===== src/rtl/packet_filter_pkg.sv =====
// packet_filter_pkg: constants shared by the packet filter and its shadow
// register file (packet types, frame word indices, FSM state encoding).
package packet_filter_pkg;

  localparam int FRAME_WORDS = 8;

  // Packet types that the Q-table updater understands
  localparam logic [2:0] PT_HELLO  = 3'b001;
  localparam logic [2:0] PT_CH_ADV = 3'b010;
  localparam logic [2:0] PT_JOIN   = 3'b011;
  localparam logic [2:0] PT_ACK    = 3'b100;
  localparam logic [2:0] PT_DATA   = 3'b101;

  // Position of each field inside the 8-word frame
  localparam logic [2:0] W_TYPE    = 3'd0;
  localparam logic [2:0] W_DEST    = 3'd1;
  localparam logic [2:0] W_SRC     = 3'd2;
  localparam logic [2:0] W_HOPS    = 3'd3;
  localparam logic [2:0] W_CLUSTER = 3'd4;
  localparam logic [2:0] W_ENERGY  = 3'd5;
  localparam logic [2:0] W_QVALUE  = 3'd6;
  localparam logic [2:0] W_KNOWNCH = 3'd7;

  // FSM state encoding
  localparam logic [2:0] S_IDLE      = 3'd0;
  localparam logic [2:0] S_RECV      = 3'd1;
  localparam logic [2:0] S_CHECK     = 3'd2;
  localparam logic [2:0] S_ISSUE     = 3'd3;
  localparam logic [2:0] S_WAIT_DONE = 3'd4;

  // True for the packet types forwarded to the updater
  function automatic logic type_ok(input logic [2:0] t);
    return (t == PT_HELLO) || (t == PT_CH_ADV) || (t == PT_JOIN) ||
           (t == PT_ACK)   || (t == PT_DATA);
  endfunction

endpackage


===== src/rtl/packet_filter_fields.sv =====
// pkt_field_regs: 8-entry shadow register file holding the frame being
// received. One indexed write port, all entries readable in parallel.
module pkt_field_regs
  import packet_filter_pkg::*;
#(
  parameter int WORD_WIDTH = 16
) (
  input  logic                              clk,
  input  logic                              nrst,
  input  logic                              wr_en_i,
  input  logic [2:0]                        wr_idx_i,
  input  logic [WORD_WIDTH-1:0]             wr_data_i,
  output logic [FRAME_WORDS*WORD_WIDTH-1:0] rd_words_o
);

  generate
    for (genvar gi = 0; gi < FRAME_WORDS; gi++) begin : g_word
      logic [WORD_WIDTH-1:0] word_q;

      // Capture the incoming word when it targets this entry
      always_ff @(posedge clk or negedge nrst) begin
        if (!nrst) begin
          word_q <= '0;
        end else if (wr_en_i && (wr_idx_i == 3'(gi))) begin
          word_q <= wr_data_i;
        end
      end

      assign rd_words_o[gi*WORD_WIDTH +: WORD_WIDTH] = word_q;
    end
  endgenerate

endmodule


===== src/rtl/packet_filter.sv =====
// packet_filter: receives 8-word frames, filters on destination and packet
// type, publishes accepted headers on the f* bus and hands off to the
// Q-table updater (en/done handshake with timeout).
// Optional statistics counters: define PKT_FILTER_STATS_EN.
module packet_filter
  import packet_filter_pkg::*;
#(
  parameter int                    WORD_WIDTH   = 16,
  parameter logic [WORD_WIDTH-1:0] NODE_ID      = 16'h0000,
  parameter logic [WORD_WIDTH-1:0] BCAST_ID     = 16'hFFFF,
  parameter int                    DONE_TIMEOUT = 1024
) (
  input  logic                  clk,
  input  logic                  nrst,
  input  logic [WORD_WIDTH-1:0] in_data,
  input  logic                  in_valid,
  input  logic                  in_sof,
  output logic                  in_ready,
  input  logic                  done,
  output logic                  en,
  output logic [2:0]            fPacketType,
  output logic [WORD_WIDTH-1:0] fSourceID,
  output logic [WORD_WIDTH-1:0] fSourceHops,
  output logic [WORD_WIDTH-1:0] fClusterID,
  output logic [WORD_WIDTH-1:0] fEnergyLeft,
  output logic [WORD_WIDTH-1:0] fQValue,
  output logic [WORD_WIDTH-1:0] fKnownCH,
  output logic                  busy,
  output logic                  timeout_err
`ifdef PKT_FILTER_STATS_EN
  ,
  output logic [15:0]           rx_count,
  output logic [15:0]           drop_count
`endif
);

  localparam int TW = $clog2(DONE_TIMEOUT);
  localparam logic [TW-1:0] WAIT_LAST = TW'(DONE_TIMEOUT - 1);

  logic [2:0]    state_q, state_d;
  logic [2:0]    cnt_q, cnt_d;
  logic [TW-1:0] wait_q, wait_d;
  logic          terr_q, terr_d;
  logic          en_q, busy_q;
  logic          xfer, wr_en, accept, frame_ok;
  logic [2:0]    wr_idx;

  logic [FRAME_WORDS*WORD_WIDTH-1:0] rd_words;
  logic [WORD_WIDTH-1:0] w_type, w_dest, w_src, w_hops, w_cluster, w_energy, w_qvalue, w_knownch;
  logic                  type_word_unused;

  logic [2:0]            f_type_q;
  logic [WORD_WIDTH-1:0] f_src_q, f_hops_q, f_cluster_q, f_energy_q, f_qvalue_q, f_knownch_q;

  pkt_field_regs #(
    .WORD_WIDTH(WORD_WIDTH)
  ) u_fields (
    .clk       (clk),
    .nrst      (nrst),
    .wr_en_i   (wr_en),
    .wr_idx_i  (wr_idx),
    .wr_data_i (in_data),
    .rd_words_o(rd_words)
  );

  assign w_type    = rd_words[int'(W_TYPE)*WORD_WIDTH    +: WORD_WIDTH];
  assign w_dest    = rd_words[int'(W_DEST)*WORD_WIDTH    +: WORD_WIDTH];
  assign w_src     = rd_words[int'(W_SRC)*WORD_WIDTH     +: WORD_WIDTH];
  assign w_hops    = rd_words[int'(W_HOPS)*WORD_WIDTH    +: WORD_WIDTH];
  assign w_cluster = rd_words[int'(W_CLUSTER)*WORD_WIDTH +: WORD_WIDTH];
  assign w_energy  = rd_words[int'(W_ENERGY)*WORD_WIDTH  +: WORD_WIDTH];
  assign w_qvalue  = rd_words[int'(W_QVALUE)*WORD_WIDTH  +: WORD_WIDTH];
  assign w_knownch = rd_words[int'(W_KNOWNCH)*WORD_WIDTH +: WORD_WIDTH];

  // Only bits [2:0] of the type word carry meaning
  assign type_word_unused = ^w_type[WORD_WIDTH-1:3];

  assign in_ready = (state_q == S_IDLE) || (state_q == S_RECV);
  assign xfer     = in_valid && in_ready;
  assign frame_ok = ((w_dest == NODE_ID) || (w_dest == BCAST_ID)) && type_ok(w_type[2:0]);

  // Next-state logic: frame assembly, filter decision and done/timeout wait
  always_comb begin
    state_d = state_q;
    cnt_d   = cnt_q;
    wait_d  = wait_q;
    terr_d  = terr_q;
    wr_en   = 1'b0;
    wr_idx  = cnt_q;
    accept  = 1'b0;
    case (state_q)
      S_IDLE: begin
        if (xfer && in_sof) begin
          wr_en   = 1'b1;
          wr_idx  = W_TYPE;
          cnt_d   = 3'd1;
          state_d = S_RECV;
        end
      end
      S_RECV: begin
        if (xfer) begin
          wr_en = 1'b1;
          if (in_sof) begin
            // a new start-of-frame abandons the partial frame
            wr_idx = W_TYPE;
            cnt_d  = 3'd1;
          end else if (cnt_q == W_KNOWNCH) begin
            cnt_d   = 3'd0;
            state_d = S_CHECK;
          end else begin
            cnt_d = cnt_q + 3'd1;
          end
        end
      end
      S_CHECK: begin
        accept  = frame_ok;
        state_d = frame_ok ? S_ISSUE : S_IDLE;
      end
      S_ISSUE: begin
        wait_d  = '0;
        state_d = S_WAIT_DONE;
      end
      S_WAIT_DONE: begin
        // done wins over a simultaneous expiry
        if (done) begin
          state_d = S_IDLE;
        end else if (wait_q == WAIT_LAST) begin
          terr_d  = 1'b1;
          state_d = S_IDLE;
        end else begin
          wait_d = wait_q + TW'(1);
        end
      end
      default: state_d = S_IDLE;
    endcase
  end

  // Control state registers; en and busy are registered from the next state
  always_ff @(posedge clk or negedge nrst) begin
    if (!nrst) begin
      state_q <= S_IDLE;
      cnt_q   <= '0;
      wait_q  <= '0;
      terr_q  <= 1'b0;
      en_q    <= 1'b0;
      busy_q  <= 1'b0;
    end else begin
      state_q <= state_d;
      cnt_q   <= cnt_d;
      wait_q  <= wait_d;
      terr_q  <= terr_d;
      en_q    <= (state_d == S_ISSUE);
      busy_q  <= (state_d == S_ISSUE) || (state_d == S_WAIT_DONE);
    end
  end

  // Publish the header fields of an accepted frame; hold them otherwise
  always_ff @(posedge clk or negedge nrst) begin
    if (!nrst) begin
      f_type_q    <= '0;
      f_src_q     <= '0;
      f_hops_q    <= '0;
      f_cluster_q <= '0;
      f_energy_q  <= '0;
      f_qvalue_q  <= '0;
      f_knownch_q <= '0;
    end else if (accept) begin
      f_type_q    <= w_type[2:0];
      f_src_q     <= w_src;
      f_hops_q    <= w_hops;
      f_cluster_q <= w_cluster;
      f_energy_q  <= w_energy;
      f_qvalue_q  <= w_qvalue;
      f_knownch_q <= w_knownch;
    end
  end

`ifdef PKT_FILTER_STATS_EN
  logic [15:0] rx_cnt_q, drop_cnt_q;

  // Saturating counts of accepted and rejected frames, decided in CHECK
  always_ff @(posedge clk or negedge nrst) begin
    if (!nrst) begin
      rx_cnt_q   <= '0;
      drop_cnt_q <= '0;
    end else if (state_q == S_CHECK) begin
      if (frame_ok && (rx_cnt_q != 16'hFFFF)) begin
        rx_cnt_q <= rx_cnt_q + 16'd1;
      end
      if (!frame_ok && (drop_cnt_q != 16'hFFFF)) begin
        drop_cnt_q <= drop_cnt_q + 16'd1;
      end
    end
  end

  assign rx_count   = rx_cnt_q;
  assign drop_count = drop_cnt_q;
`endif

  assign en          = en_q;
  assign busy        = busy_q;
  assign timeout_err = terr_q;
  assign fPacketType = f_type_q;
  assign fSourceID   = f_src_q;
  assign fSourceHops = f_hops_q;
  assign fClusterID  = f_cluster_q;
  assign fEnergyLeft = f_energy_q;
  assign fQValue     = f_qvalue_q;
  assign fKnownCH    = f_knownch_q;

endmodule


===== config.mk =====
export PLATFORM = sky130hd
export DESIGN_NAME = packet_filter
export DESIGN_NICKNAME = d
export VERILOG_FILES = /design/src/rtl/packet_filter_pkg.sv /design/src/rtl/packet_filter_fields.sv /design/src/rtl/packet_filter.sv
export SDC_FILE = /design/constraint.sdc
export NUM_CORES = 1
export LEC_CHECK = 0
export ABC_AREA = 1
export CORE_MARGIN = 2
export CORE_UTILIZATION = 25
export DETAILED_ROUTE_END_ITERATION = 6
export SYNTH_ARGS = -nofsm -noshare
export SYNTH_HDL_FRONTEND = slang
export SYNTH_SLANG_ARGS = --single-unit

===== constraint.sdc =====
create_clock -name clk -period 1.4 [get_ports clk]
set_input_delay 0.21 -clock clk [delete_from_list [all_inputs] [get_ports clk]]
set_output_delay 0.21 -clock clk [all_outputs]
set_load 0.05 [all_outputs]

**Yosys cells after proc, flatten, opt, wreduce, memory -nomap -nowiden**

Index checks and enable logic that the tools add are counted.

- $add $sub $neg: 2
- $mul: 0
- Div/mod/pow operators: 0
- Magnitude comparators: 0
- Eq/ne operators: 25
- Shift-type cells: 0
- Mux-type cells: 24
- Bitwise logic cells: 1
- Reductions and logical operators: 26

Operators with widths:

| kind | count |
|---|---|
| 3-bit 2-to-1 mux | 13 |
| 3-bit equality test, second input constant | 9 |
| 3-bit by 2-bit equality test with 1-bit output, second input constant | 7 |
| 10-bit 2-to-1 mux | 2 |
| 10-bit case mux with 2 select lines | 1 |
| 16-bit equality test, second input constant | 1 |
| 16-bit zero test | 1 |
| 3-bit case mux with 5 select lines | 1 |
| 3-bit case mux with 2 select lines | 2 |
| 1-bit logical AND | 11 |
| 10-bit by 1-bit adder with 10-bit output, second input constant | 1 |
| 10-bit equality test, second input constant | 1 |
| 3-bit by 1-bit equality test with 1-bit output, second input constant | 3 |
| 3-bit AND reduction | 3 |
| 1-bit logical OR | 7 |
| 3-bit zero test | 2 |
| 2-bit inequality test, second input constant | 3 |
| 2-bit nonzero test | 2 |
| 3-bit by 1-bit adder with 3-bit output, second input constant | 1 |
| 1-bit 2-to-1 mux | 3 |
| 2-bit 2-to-1 mux | 1 |
| 2-bit by 1-bit inequality test with 1-bit output, second input constant | 1 |
| 1-bit case mux with 2 select lines | 1 |
| 1-bit NOT | 1 |

- Bits in registers: 233
- Bits in latches: 0
- RAM bits: 0
- Bits in read-only memories: 0
- Bits of input ports: 21
- Output and inout bits: 103
- Word-level logic and storage cells: 99
- Memories: 0

**Logic depth before layout (Yosys ltp)**

- Depth after elaboration: 10
- Gate-level depth with buffers: 11

**Cells and area by module**

From an unflattened synthesis, not the netlist that was laid out.

- Cell total of the unflattened synthesis: 1,173
- Area, all modules: 10,057.1 um^2

By module, submodules not included:

| module | times used | cells an instance | area each (um^2) | sequential area each (um^2) |
|---|---|---|---|---|
| pkt_field_regs | 1 | 579 | 5,032.3 | 3,203.1 |
| packet_filter | 1 | 594 | 5,024.8 | 2,952.8 |

**Worst setup path after synthesis**

No wires, ideal clock.

- Kind: reg2reg
- Start: register state_q[2]
- End: register u_fields.g_word[3].word_q[0]
- Data arrival time: 1.857 ns
- Setup slack: -0.580 ns
- Stages on the path, launching flop included: 9
- Buffers on the path: 2
- Period minus slack after synthesis: 1.980 ns
- Path through: dfrtp_1 nor2_2 nand2_4 nor2_2 nand2_1 buf_2 clkbuf_1 o21ai_0 nand2_1

- Longest elaborated chain between the ends: 8

Ends and longest elaborated chain:

| what | line | source |
|---|---|---|
| start: declaration | packet_filter.sv:40 | `logic [2:0] state_q, state_d;` |
| start signal: assignment | packet_filter.sv:148 | `state_q <= state_d;` |
| 3-bit by 1-bit equality test with 1-bit output / 3-bit zero test (equally long branches) | packet_filter.sv:78 | `assign in_ready = (state_q == S_IDLE) \|\| (state_q == S_RECV);` |
| 1-bit logical OR * | packet_filter.sv:78 |  |
| net in_ready | packet_filter.sv:18 | `output logic in_ready,` |
| 1-bit logical AND * | packet_filter.sv:79 | `assign xfer = in_valid && in_ready;` |
| 1-bit logical AND | packet_filter.sv:93 | `if (xfer && in_sof) begin` |
| 3-bit 2-to-1 mux | packet_filter.sv:93 |  |
| 3-bit case mux with 2 select lines | packet_filter.sv:91 | `case (state_q)` |
| 3-bit by 2-bit equality test with 1-bit output | packet_filter_fields.sv:24 | `end else if (wr_en_i && (wr_idx_i == 3'(gi))) begin` |
| 1-bit logical AND * | packet_filter_fields.sv:24 |  |
| end signal: assignment | packet_filter_fields.sv:25 | `word_q <= wr_data_i;` |
| end: declaration | packet_filter_fields.sv:18 | `logic [WORD_WIDTH-1:0] word_q;` |

Mark *: on every way through the listed nets, which the timed path passes. The rest lies on a longest branch.
A chain may end at the register's enable or synchronous reset.

**Final worst setup path**

- Start: register state_q[1]
- End: register u_fields.g_word[2].word_q[15]

- Longest elaborated chain between the ends: 8

Ends and longest elaborated chain:

| what | line |
|---|---|
| 3-bit by 1-bit equality test with 1-bit output / 3-bit zero test (equally long branches) | packet_filter.sv:78, packet_filter.sv:91 |
| 1-bit logical OR | packet_filter.sv:78 |
| 1-bit logical AND | packet_filter.sv:79 |
| 1-bit logical AND | packet_filter.sv:93 |
| 3-bit 2-to-1 mux | packet_filter.sv:93 |
| 3-bit case mux with 2 select lines | packet_filter.sv:91 |
| 3-bit by 2-bit equality test with 1-bit output | packet_filter_fields.sv:24 |
| 1-bit logical AND * | packet_filter_fields.sv:24 |
| end signal: assignment | packet_filter_fields.sv:25 |
| end: declaration | packet_filter_fields.sv:18 |

Every way passes the cells marked *; elsewhere a longest branch is shown, timed or not.

==> PnR_summary.wiki <==
{| class="wikitable"
! Metric !! Value
|-
| Status || complete, but fails checks
|-
| Violations in the final reports || negative setup slack
|-
| Antenna Violating Nets Remaining || 0
|-
| Half-perimeter wire length after detailed placement || around 20000 um
|-
| Proportion of synthesized chip area in sequential cells || 60.9%
|-
| Maximum number of pins on one net before global-route repair || between 70 and 80
|-
| Antenna diode instance count || 0
|-
| Total global routing track utilization || between 10% and 20%
|-
| DRT Pass-1 Iters || 5
|-
| Number of vias in the routed layout || about 8600
|-
| CP arrival || about 2.1 ns
|-
| Most frequent standard cell in the layout excluding fill and tap cells || sky130_fd_sc_hd__nand2_1
|-
| Worst r2r path cells || 9
|-
| Leakage power of the design || around 7.7 nW
|-
| Cell at the root of the clock tree || sky130_fd_sc_hd__clkbuf_16
|-
| Met3 global-route usage || under 10%
|-
| Post-synthesis register bit count || about 230
|-
| Via count of the first global-routing pass || roughly 8300
|-
| Clock sink count || between 200 and 250
|-
| Period utilisation layout || 114%
|-
| Std cell rows || between 70 and 80
|-
| Routed wire per std cell || between 15 and 20 um
|-
| Core Box Area || 37700 um^2
|-
| Global-route wire length before repair || ~46000 um
|-
| H-tree depth || 1
|-
| Number of endpoints failing setup at the final stage || 220
|-
| Aggregate global routing overflow || 0
|-
| CTS tree || built
|-
| Critical Path RT || roughly 1.9 ns
|-
| Power density over cell area || 1240 nW/um^2
|-
| Peak VDD IR || 0.865 mV
|-
| Fraction of layout cells with a size suffix above 1 || a little under a third
|-
| Setup_tns || -25.44 ns
|-
| Mean number of vias per cell || approximately 4.7
|-
| Final layout net count || 1342
|-
| Slew @ Worst Pin || 0.376 ns
|-
| Max-cap check violation count || 0
|-
| Fillers || between 3000 and 4000
|-
| Met2 track utilization from global routing || 24.0%
|-
| Terminus of the critical flop-to-flop path || u_fields.g_word[2].word_q[15]
|-
| Floorplan die height || approximately 200 um
|-
| Setup repair after global routing missed its margin || yes
|-
| Register-to-register path setup slack || -0.19 ns
|-
| Remaining design rule violation count || 0
|-
| Post-synthesis to final-layout area growth || 63.9%
|-
| Cell variety after synth || 26
|-
| Met1 demand-to-capacity share in global routing || about a fifth
|-
| Clock insertion delay at the later pin of the skew report || 0.52 ns
|-
| Highest-count cells in the layout ignoring fill and taps || sky130_fd_sc_hd__nand2_1 (409), sky130_fd_sc_hd__dfrtp_1 (232), sky130_fd_sc_hd__buf_12 (143)
|-
| Number of primary I/O pins || around 120
|-
| Synth Warn # || 0
|-
| Largest clock skew in the final design || 0.0135 ns
|-
| Kind of capture point of the worst setup path || register
|-
| Type of the setup path with the least slack || reg2reg
|-
| Clock input transition at the sequential cells of the worst setup and hold paths || around 0.06 ns
|-
| Clk buf depth || 3
|-
| Total power draw || 19.4 mW
|-
| Post-Syn Area per Cell || 8.74 um^2
|-
| Number of CTS-inserted buffers || 24
|-
| Buffers on Ports || 123
|-
| Maximum fanout along the worst path || 8
|-
| Post-Syn Nets || roughly 1100
|-
| Starting density of the core || about 25%
|-
| Grt peak-use layer || met2
|-
| Critical Path Start Type || register
|-
| Initial antenna violation count || 0
|-
| RePlAce Congestion || 0.806
|-
| Path type of the worst min-delay path || in2async
|-
| Minimum clock period || 1.59 ns
|-
| Remaining max-slew budget at the tightest pin || 74.9%
|-
| Mapped cell area || between 9000 and 10000 um^2
|-
| Routed Wire Length || between 30000 and 40000 um
|-
| Post-Synthesis Cells || ~1100
|-
| Drt initial violations || 575
|-
| Reg-to-Reg Start || state_q[1]
|-
| Setup WS post-layout || -0.194 ns
|-
| Final Max Slew Viols || 0
|-
| Maximum achievable frequency || approximately 630 MHz
|-
| Final hold viol count || 0
|-
| Die Area || roughly 40000 um^2
|-
| X dimension of the die || approximately 200 um
|-
| Worst slack at placement || -0.444 ns
|}
## layer usage
layer / vias to the layer above / part of all wire (%) / wire length, um
met2: 285 / 48 / 16100
met4: 0 / 3.6 / 1210
met1: 4246 / 42 / 14100
li1: 4006 / - / -
met5: - / 0 / 0
met3: 67 / 6.8 / 2300
## how the worst max path moves through the flow
stage	start	to	slack [ns]	cells past startpoint
floorplan	state_q[1]	u_fields.g_word[7].word_q[0]	-0.36	10
global placement	in_sof	u_fields.g_word[6].word_q[4]	-0.41	6
detailed placement	in_sof	u_fields.g_word[6].word_q[4]	-0.44	6
CTS	state_q[2]	in_ready	-0.19	3
global route	state_q[2]	u_fields.g_word[5].word_q[4]	-0.26	9
finish	state_q[1]	u_fields.g_word[2].word_q[15]	-0.19	9
## state kept, by name, indices dropped and copies added (netlist names)
name / count
u_fields.g_word.word_q: 115
fClusterID: 16
fEnergyLeft: 16
fKnownCH: 16
fQValue: 16
fSourceHops: 16
fSourceID: 16
wait_q: 10
cnt_q: 3
fPacketType: 3
state_q: 3
busy: 1
en: 1
timeout_err: 1
## final cells by class
class                      count  area [um^2]  share of cell area [%]
clock buffer                  36          707                    4.50
clock inverter                 6         86.3                   0.550
inverter                      23         92.6                   0.590
multi-input combinational    777         4120                    26.3
sequential                   233         5830                    37.1
tap                          511          639                    4.07
timing repair buffer         259         4220                    26.9
## cell families (layout without fill, tap and decap cells)
family | Yosys count | count (layout) | synth area share (%)
flip-flops | 233 | 233 | 60.9
AND/OR/NAND/NOR | 710 | 712 | 31.4
AO/OA/AOI/OAI | 59 | 59 | 3.15
adder cells (fa/ha/maj) | 3 | 3 | 0.392
buffers and inverters | 88 | 324 | 3.91
XOR/XNOR | 3 | 3 | 0.274
## critical path, stage by stage, from the launching register on
cell and delay (ns):
sky130_fd_sc_hd__dfrtp_1 0.41, sky130_fd_sc_hd__nor2_4 0.16, sky130_fd_sc_hd__nand2_4 0.10, sky130_fd_sc_hd__nor2_4 0.14, sky130_fd_sc_hd__nand2_4 0.10, sky130_fd_sc_hd__buf_12 0.15
sky130_fd_sc_hd__nor2_4 0.17, sky130_fd_sc_hd__clkbuf_16 0.20, sky130_fd_sc_hd__nand2_2 0.05, sky130_fd_sc_hd__nand2_1 0.06
## Yosys cell counts
| cell | n | share of area, % |
|---|---|---|
| sky130_fd_sc_hd__a21o_1 | 1 | 0.078 |
| sky130_fd_sc_hd__a21oi_1 | 3 | 0.16 |
| sky130_fd_sc_hd__a31o_2 | 1 | 0.091 |
| sky130_fd_sc_hd__buf_2 | 26 | 1.4 |
| sky130_fd_sc_hd__buf_4 | 2 | 0.16 |
| sky130_fd_sc_hd__clkbuf_1 | 34 | 1.3 |
| sky130_fd_sc_hd__clkbuf_2 | 3 | 0.16 |
| sky130_fd_sc_hd__dfrtp_1 | 233 | 61 |
| sky130_fd_sc_hd__ha_1 | 3 | 0.39 |
| sky130_fd_sc_hd__inv_1 | 18 | 0.71 |
| sky130_fd_sc_hd__inv_2 | 5 | 0.20 |
| sky130_fd_sc_hd__nand2_1 | 468 | 18 |
| sky130_fd_sc_hd__nand2_2 | 2 | 0.13 |
| sky130_fd_sc_hd__nand2_4 | 1 | 0.12 |
| sky130_fd_sc_hd__nand3_1 | 191 | 10 |
| sky130_fd_sc_hd__nand3_2 | 2 | 0.21 |
| sky130_fd_sc_hd__nand4_1 | 13 | 0.85 |
| sky130_fd_sc_hd__nor2_1 | 23 | 0.90 |
| sky130_fd_sc_hd__nor2_2 | 3 | 0.20 |
| sky130_fd_sc_hd__nor2_4 | 2 | 0.24 |
| sky130_fd_sc_hd__nor3_1 | 2 | 0.10 |
| sky130_fd_sc_hd__nor4_4 | 1 | 0.22 |
| sky130_fd_sc_hd__o21ai_0 | 53 | 2.8 |
| sky130_fd_sc_hd__o21ai_1 | 1 | 0.052 |
| sky130_fd_sc_hd__or2_2 | 2 | 0.13 |
| sky130_fd_sc_hd__xor2_1 | 3 | 0.27 |
## what timing repair did
action / in CTS / in global routing
hold endpoints to repair: 233 / 0
pin swaps: 5 / 50
gates resized for setup: 33 / 168
hold buffers: 1 / 0
setup buffers: 2 / 15
setup endpoints to repair: 230 / 230
gates cloned: 0 / 28
## per-stage QoR
step | instances | hold WS [ns] | cell area, um^2 | utilization (%)
after floorplan | 1096 | -0.0856 | 9800 | -
after CTS | 1804 | 0.189 | 14300 | 38.1
after detailed placement | 1759 | 0.131 | 13400 | 35.5
final | 1845 | 0.176 | 15700 | 41.7
after global routing | 1845 | 0.212 | 15700 | 41.7
after global placement | 1759 | 0.123 | 13400 | 35.5
## power breakdown
| group | internal (mW) | switching (mW) |
|---|---|---|
| combinational | 1.64 | 2.28 |
| clock | 3.85 | 2.64 |
| sequential | 8.04 | 0.992 |
No activity file was read; power rests on OpenSTA's default activity.
